### src/rtl/lcd_read_ctrl.sv
// lcd_read_ctrl: HD44780 read-cycle sequencer (BF/AC and DDRAM/CGRAM reads, optional BF polling).
// Define LCD_READ_TIMEOUT_EN to bound busy-flag polling to TIMEOUT_POLLS reads.
module lcd_read_ctrl #(
    parameter int unsigned T_AS          = 1,
    parameter int unsigned T_EH          = 3,
    parameter int unsigned T_EL          = 2,
    parameter int unsigned TIMEOUT_POLLS = 255
) (
    input  logic       clk,
    input  logic       reset,
    input  logic       rd_req,
    input  logic       rd_rs,
    input  logic       poll,
    input  logic [7:0] data_in,
    output logic       rd_ready,
    output logic       rd_valid,
    output logic [7:0] rd_data,
    output logic       busy_timeout,
    output logic       bus_req,
    output logic       RS,
    output logic       RW,
    output logic       E
);

    localparam int unsigned T_MAX = (T_AS > T_EH) ? ((T_AS > T_EL) ? T_AS : T_EL)
                                                  : ((T_EH > T_EL) ? T_EH : T_EL);
    localparam int unsigned CNT_W = ($clog2(T_MAX) < 1) ? 1 : $clog2(T_MAX);

    typedef enum logic [2:0] {
        S_IDLE,
        S_SETUP,
        S_E_HIGH,
        S_E_LOW,
        S_DONE
    } state_t;

    state_t           state_q, state_d;
    logic [CNT_W-1:0] cnt_q, cnt_d;
    logic             rs_lat_q, rs_lat_d;
    logic             poll_lat_q, poll_lat_d;
    logic [7:0]       data_q, data_d;
    logic             ready_q, ready_d;
    logic             valid_q, valid_d;
    logic             bus_q, bus_d;
    logic             rs_q, rs_d;
    logic             rw_q, rw_d;
    logic             e_q, e_d;

`ifdef LCD_READ_TIMEOUT_EN
    localparam int unsigned POLL_W = ($clog2(TIMEOUT_POLLS + 1) < 1) ? 1 : $clog2(TIMEOUT_POLLS + 1);
    logic [POLL_W-1:0] polls_q, polls_d;
    logic              bt_q, bt_d;
`endif

    // Next-state, datapath and next-output decode
    always_comb begin
        state_d    = state_q;
        cnt_d      = cnt_q;
        rs_lat_d   = rs_lat_q;
        poll_lat_d = poll_lat_q;
        data_d     = data_q;
`ifdef LCD_READ_TIMEOUT_EN
        polls_d    = polls_q;
        bt_d       = bt_q;
`endif
        case (state_q)
            S_IDLE: begin
                if (rd_req) begin
                    rs_lat_d   = rd_rs;
                    poll_lat_d = poll & ~rd_rs;
                    cnt_d      = CNT_W'(T_AS - 1);
                    state_d    = S_SETUP;
`ifdef LCD_READ_TIMEOUT_EN
                    polls_d    = '0;
                    bt_d       = 1'b0;
`endif
                end
            end
            S_SETUP: begin
                if (cnt_q == '0) begin
                    cnt_d   = CNT_W'(T_EH - 1);
                    state_d = S_E_HIGH;
                end else begin
                    cnt_d = cnt_q - CNT_W'(1);
                end
            end
            S_E_HIGH: begin
                if (cnt_q == '0) begin
                    data_d  = data_in;
                    cnt_d   = CNT_W'(T_EL - 1);
                    state_d = S_E_LOW;
                end else begin
                    cnt_d = cnt_q - CNT_W'(1);
                end
            end
            S_E_LOW: begin
                if (cnt_q != '0) begin
                    cnt_d = cnt_q - CNT_W'(1);
                end else if (poll_lat_q && data_q[7]) begin
`ifdef LCD_READ_TIMEOUT_EN
                    // Give up once TIMEOUT_POLLS consecutive reads saw BF=1
                    if (polls_q == POLL_W'(TIMEOUT_POLLS - 1)) begin
                        bt_d    = 1'b1;
                        state_d = S_DONE;
                    end else begin
                        polls_d = polls_q + POLL_W'(1);
                        cnt_d   = CNT_W'(T_AS - 1);
                        state_d = S_SETUP;
                    end
`else
                    cnt_d   = CNT_W'(T_AS - 1);
                    state_d = S_SETUP;
`endif
                end else begin
                    state_d = S_DONE;
                end
            end
            S_DONE:  state_d = S_IDLE;
            default: state_d = S_IDLE;
        endcase

        ready_d = (state_d == S_IDLE);
        valid_d = (state_d == S_DONE);
        bus_d   = (state_d == S_SETUP) || (state_d == S_E_HIGH) || (state_d == S_E_LOW);
        rw_d    = bus_d;
        rs_d    = bus_d & rs_lat_d;
        e_d     = (state_d == S_E_HIGH);
    end

    always_ff @(posedge clk) begin
        if (reset) begin
            state_q    <= S_IDLE;
            cnt_q      <= '0;
            rs_lat_q   <= 1'b0;
            poll_lat_q <= 1'b0;
            data_q     <= 8'h00;
            ready_q    <= 1'b1;
            valid_q    <= 1'b0;
            bus_q      <= 1'b0;
            rs_q       <= 1'b0;
            rw_q       <= 1'b0;
            e_q        <= 1'b0;
        end else begin
            state_q    <= state_d;
            cnt_q      <= cnt_d;
            rs_lat_q   <= rs_lat_d;
            poll_lat_q <= poll_lat_d;
            data_q     <= data_d;
            ready_q    <= ready_d;
            valid_q    <= valid_d;
            bus_q      <= bus_d;
            rs_q       <= rs_d;
            rw_q       <= rw_d;
            e_q        <= e_d;
        end
    end

`ifdef LCD_READ_TIMEOUT_EN
    always_ff @(posedge clk) begin
        if (reset) begin
            polls_q <= '0;
            bt_q    <= 1'b0;
        end else begin
            polls_q <= polls_d;
            bt_q    <= bt_d;
        end
    end
    assign busy_timeout = bt_q;
`else
    assign busy_timeout = 1'b0;
`endif

    assign rd_ready = ready_q;
    assign rd_valid = valid_q;
    assign rd_data  = data_q;
    assign bus_req  = bus_q;
    assign RS       = rs_q;
    assign RW       = rw_q;
    assign E        = e_q;

endmodule

### config.mk
export PLATFORM = sky130hd
export DESIGN_NAME = lcd_read_ctrl
export DESIGN_NICKNAME = d
export VERILOG_FILES = /design/src/rtl/lcd_read_ctrl.sv
export SDC_FILE = /design/constraint.sdc
export NUM_CORES = 1
export LEC_CHECK = 0
export CELL_PAD_IN_SITES_DETAIL_PLACEMENT = 1
export CELL_PAD_IN_SITES_GLOBAL_PLACEMENT = 1
export CORE_MARGIN = 5
export CORE_UTILIZATION = 31
export DETAILED_ROUTE_END_ITERATION = 7
export GPL_TIMING_DRIVEN = 0
export PLACE_DENSITY_LB_ADDON = 0.1
export SETUP_SLACK_MARGIN = 0.2
export SYNTH_ARGS = -nofsm -noshare
export SYNTH_HDL_FRONTEND = slang
export SYNTH_SLANG_ARGS = --single-unit
### constraint.sdc
create_clock -name clk -period 1.3 [get_ports clk]
set_input_delay 0.13 -clock clk [delete_from_list [all_inputs] [get_ports clk]]
set_output_delay 0.13 -clock clk [all_outputs]
set_load 0.05 [all_outputs]
==> flow_summary.toml <==
[run_status]
outcome = "finished, violations left"
violations = "setup timing"

[timing]
setup_tns_ns = -0.00365
setup_violations = 1
skew_ns = 0.00618
period_minus_slack_ns = 1.30
worst_hold_slack_ns = 0.0777
post-route-period-util_pct = 100
drv_slew = 0
setup_slack_ns = -0.00365
finalHoldViolations = 0
rsz0062_at_grt = "true"
clock.fmax_mhz = 767

[layout]
syn2layout_area_growth_pct = 52.3
final_cell_count_no_fill = 166
layout.nets = 151
layout-drive-gt1-share_pct = 42.1
n_antenna_cell = 0

[min_path]
worstHoldStart = "reset"
hold_path_end = "cnt_q[0]"
holdPathStages = 2
hold_path_class = "in -> reg"

[setup_path]
start_kind = "register"
worst_path_max_delay_cell = "dfxtp_2"
cp-end-kind = "register"
worstReg2RegEnd = "rd_data[6]"
cp_max_fo = 8
reg2reg_depth = 7
critPathMaxStageDelay_ns = 0.35
worstPathArrival_ns = 1.49
cp.required_ns = 1.49
r2r_start = "cnt_q[0]"
worstSetupPathType = "reg -> reg"
r2r_setup_slack_ns = -0.004
worstPathCellList = "inv_4, ha_4, nand2_4, nor3_4, buf_12, mux2i_1, nor2_1"

[synthesis]
synth-seq-area-share_pct = 42.7
netlist_area_um2 = 937
ys_ff_latch = 20
synthCells = 92
synth-main-ff-cell = "dfxtp_1"
ys_types = 31
syn_nets = 109
synthArstFlopShare_pct = 0
ys.warnings.count = 0
syn_area_per_cell_um2 = 10.2
synth_edf_count = 0

[cts]
clk_pin_slew_ns = 0.12
cts_buffers = 3
htreeDepth = 1
hold_buffers = 0
insertion_delay_ns = 0.30
cts_root_buf = "clkbuf_4"
clock-sinks = 20
cts_tree = "done"
clockBufferDepth = 2

[power]
swShare_pct = 36.6
netSwitchingPower_uw = 966
peakVddDrop_mv = 0.563
pwr-share-comb_pct = 50.5
powerDensity_mw_per_mm2 = 1850
p_int_uw = 1680
clkPwrFrac_pct = 19.4
p_leak_uw = 0.000598
pwr-share-seq_pct = 30.1

[grt]
grt_max_degree = 13
overflow = 0
grt_pass1_wl_um = 3980
grt_pass1_vias = 861
antenna_found_initial = 0
grt_usage_pct = 11.9

[route]
wl_per_cell_um = 13.5
drtIter0Drc = 10
drc = 0
dr.pass1.iters = 2
wirelength_um = 2250
ant_nets = 0
vias = 801
avgViaCountPerCell = 4.83

[flow_run]
max-cap-violations = 0

[floorplanning]
coreArea_mm2 = 0.00298
die_w_um = 65.0
die_h_um = 65.0
pin_count = 28
fp-row-count = 20
start_util_pct = 31.5
die_area_mm2 = 0.00422

[placement]
dpl_worst_slack_ns = -0.276
place_congestion = 0.664
port_buffers = 25
dp.cells = 150
-- layer usage --
layer / GRT usage (%) / wire, um
met1: 13.4 / 967
met2: 21.6 / 1160
met3: 3.12 / 105
met4: 3.96 / 14
met5: 0 / 0
-- synth_stat cells, drive strengths merged (2+ instances only) --
library cell,number,area (um^2)
inv,2,7.51
nor2,14,52.6
nand2,4,22.5
dfxtp,20,400
ha,4,50.1
buf,6,56.3
nor3,8,51.3
mux2i,10,100
a21oi,5,25.0
-- power groups by stage --
stage	clock, uW	combinational, uW	sequential [uW]
6_report	513	1330	795
2_1_floorplan	0	609	980
5_1_grt	550	1440	813
3_3_place_gp	0	1050	791
3_5_place_dp	0	1060	797
4_1_cts	531	1230	781
-- cell type report --
class	count	area, um^2
buffer	7	72.6
clock buffer	3	22.5
clock inverter	1	30.0
fill	330	1550
inverter	2	12.5
multi-input combinational	63	531
sequential	20	410
tap	33	41.3
timing repair buffer	37	308
-- critical path: cells and delay by family, from the launching register on --
kind | cells | cell delay, ns
flops | 1 | 0.35
mux | 1 | 0.19
buf+inv | 2 | 0.24
simple gates | 3 | 0.26
fa+ha+maj | 1 | 0.15
-- registers in the layout, summed over array words and instances (netlist names) --
register    cells
state_q         3
cnt_q           2
rs_lat_q        1
rd_valid        1
poll_lat_q      1
rd_ready        1
RW              1
rd_data         8
RS              1
E               1
-- cell families after synthesis --
| logic type | Yosys count | share of synthesized area, % |
|---|---|---|
| compound gates | 12 | 9.21 |
| other cells | 1 | 0.400 |
| fa+ha+maj | 4 | 5.34 |
| buf+inv | 9 | 8.14 |
| xor+xnor | 1 | 0.935 |
| flops | 20 | 42.7 |
| simple gates | 35 | 22.6 |
| mux | 10 | 10.7 |
-- what timing repair did --
item	in CTS	in global routing
pin swaps	8	4
endpoints found under the setup margin	32	22
buffers inserted	10	2
gates resized for setup	74	20
-- layout by cell type, fill, tap and decap left out, types with 2 or more instances in the layout --
| master | count |
|---|---|
| dfxtp_1 | 16 |
| nor2_1 | 14 |
| buf_4 | 11 |
| clkdlybuf4s50_1 | 11 |
| mux2i_1 | 10 |
| buf_2 | 10 |
| buf_6 | 6 |
| clkbuf_4 | 6 |
| nor3_1 | 5 |
| nor3_4 | 3 |
| a21oi_1 | 3 |
| inv_4 | 2 |
| nand2_1 | 2 |
| a21oi_2 | 2 |
| ha_4 | 2 |
| ha_1 | 2 |
| dfxtp_2 | 2 |
| dfxtp_4 | 2 |
-- stage by stage --
step | cell area (um^2) | util [%] | power (uW)
3_3_place_gp | 1250 | 41.9 | 1840
6_report | 1430 | 47.9 | 2640
2_1_floorplan | 957 | - | 1590
5_1_grt | 1430 | 47.9 | 2800
3_5_place_dp | 1250 | 41.9 | 1860
4_1_cts | 1360 | 45.7 | 2550
-- how the worst max path moves through the flow --
stage	start	to	slack, ns
final	cnt_q[0]	rd_data[6]	-0.004
after global routing	cnt_q[0]	rd_data[7]	-0.1
after CTS	cnt_q[0]	rd_data[6]	0.02
after detailed placement	cnt_q[0]	rd_data[7]	-0.28
after global placement	cnt_q[0]	rd_data[7]	-0.24
after floorplan	cnt_q[0]	rd_data[7]	-0.08
No activity file was read; power rests on OpenSTA's default activity.
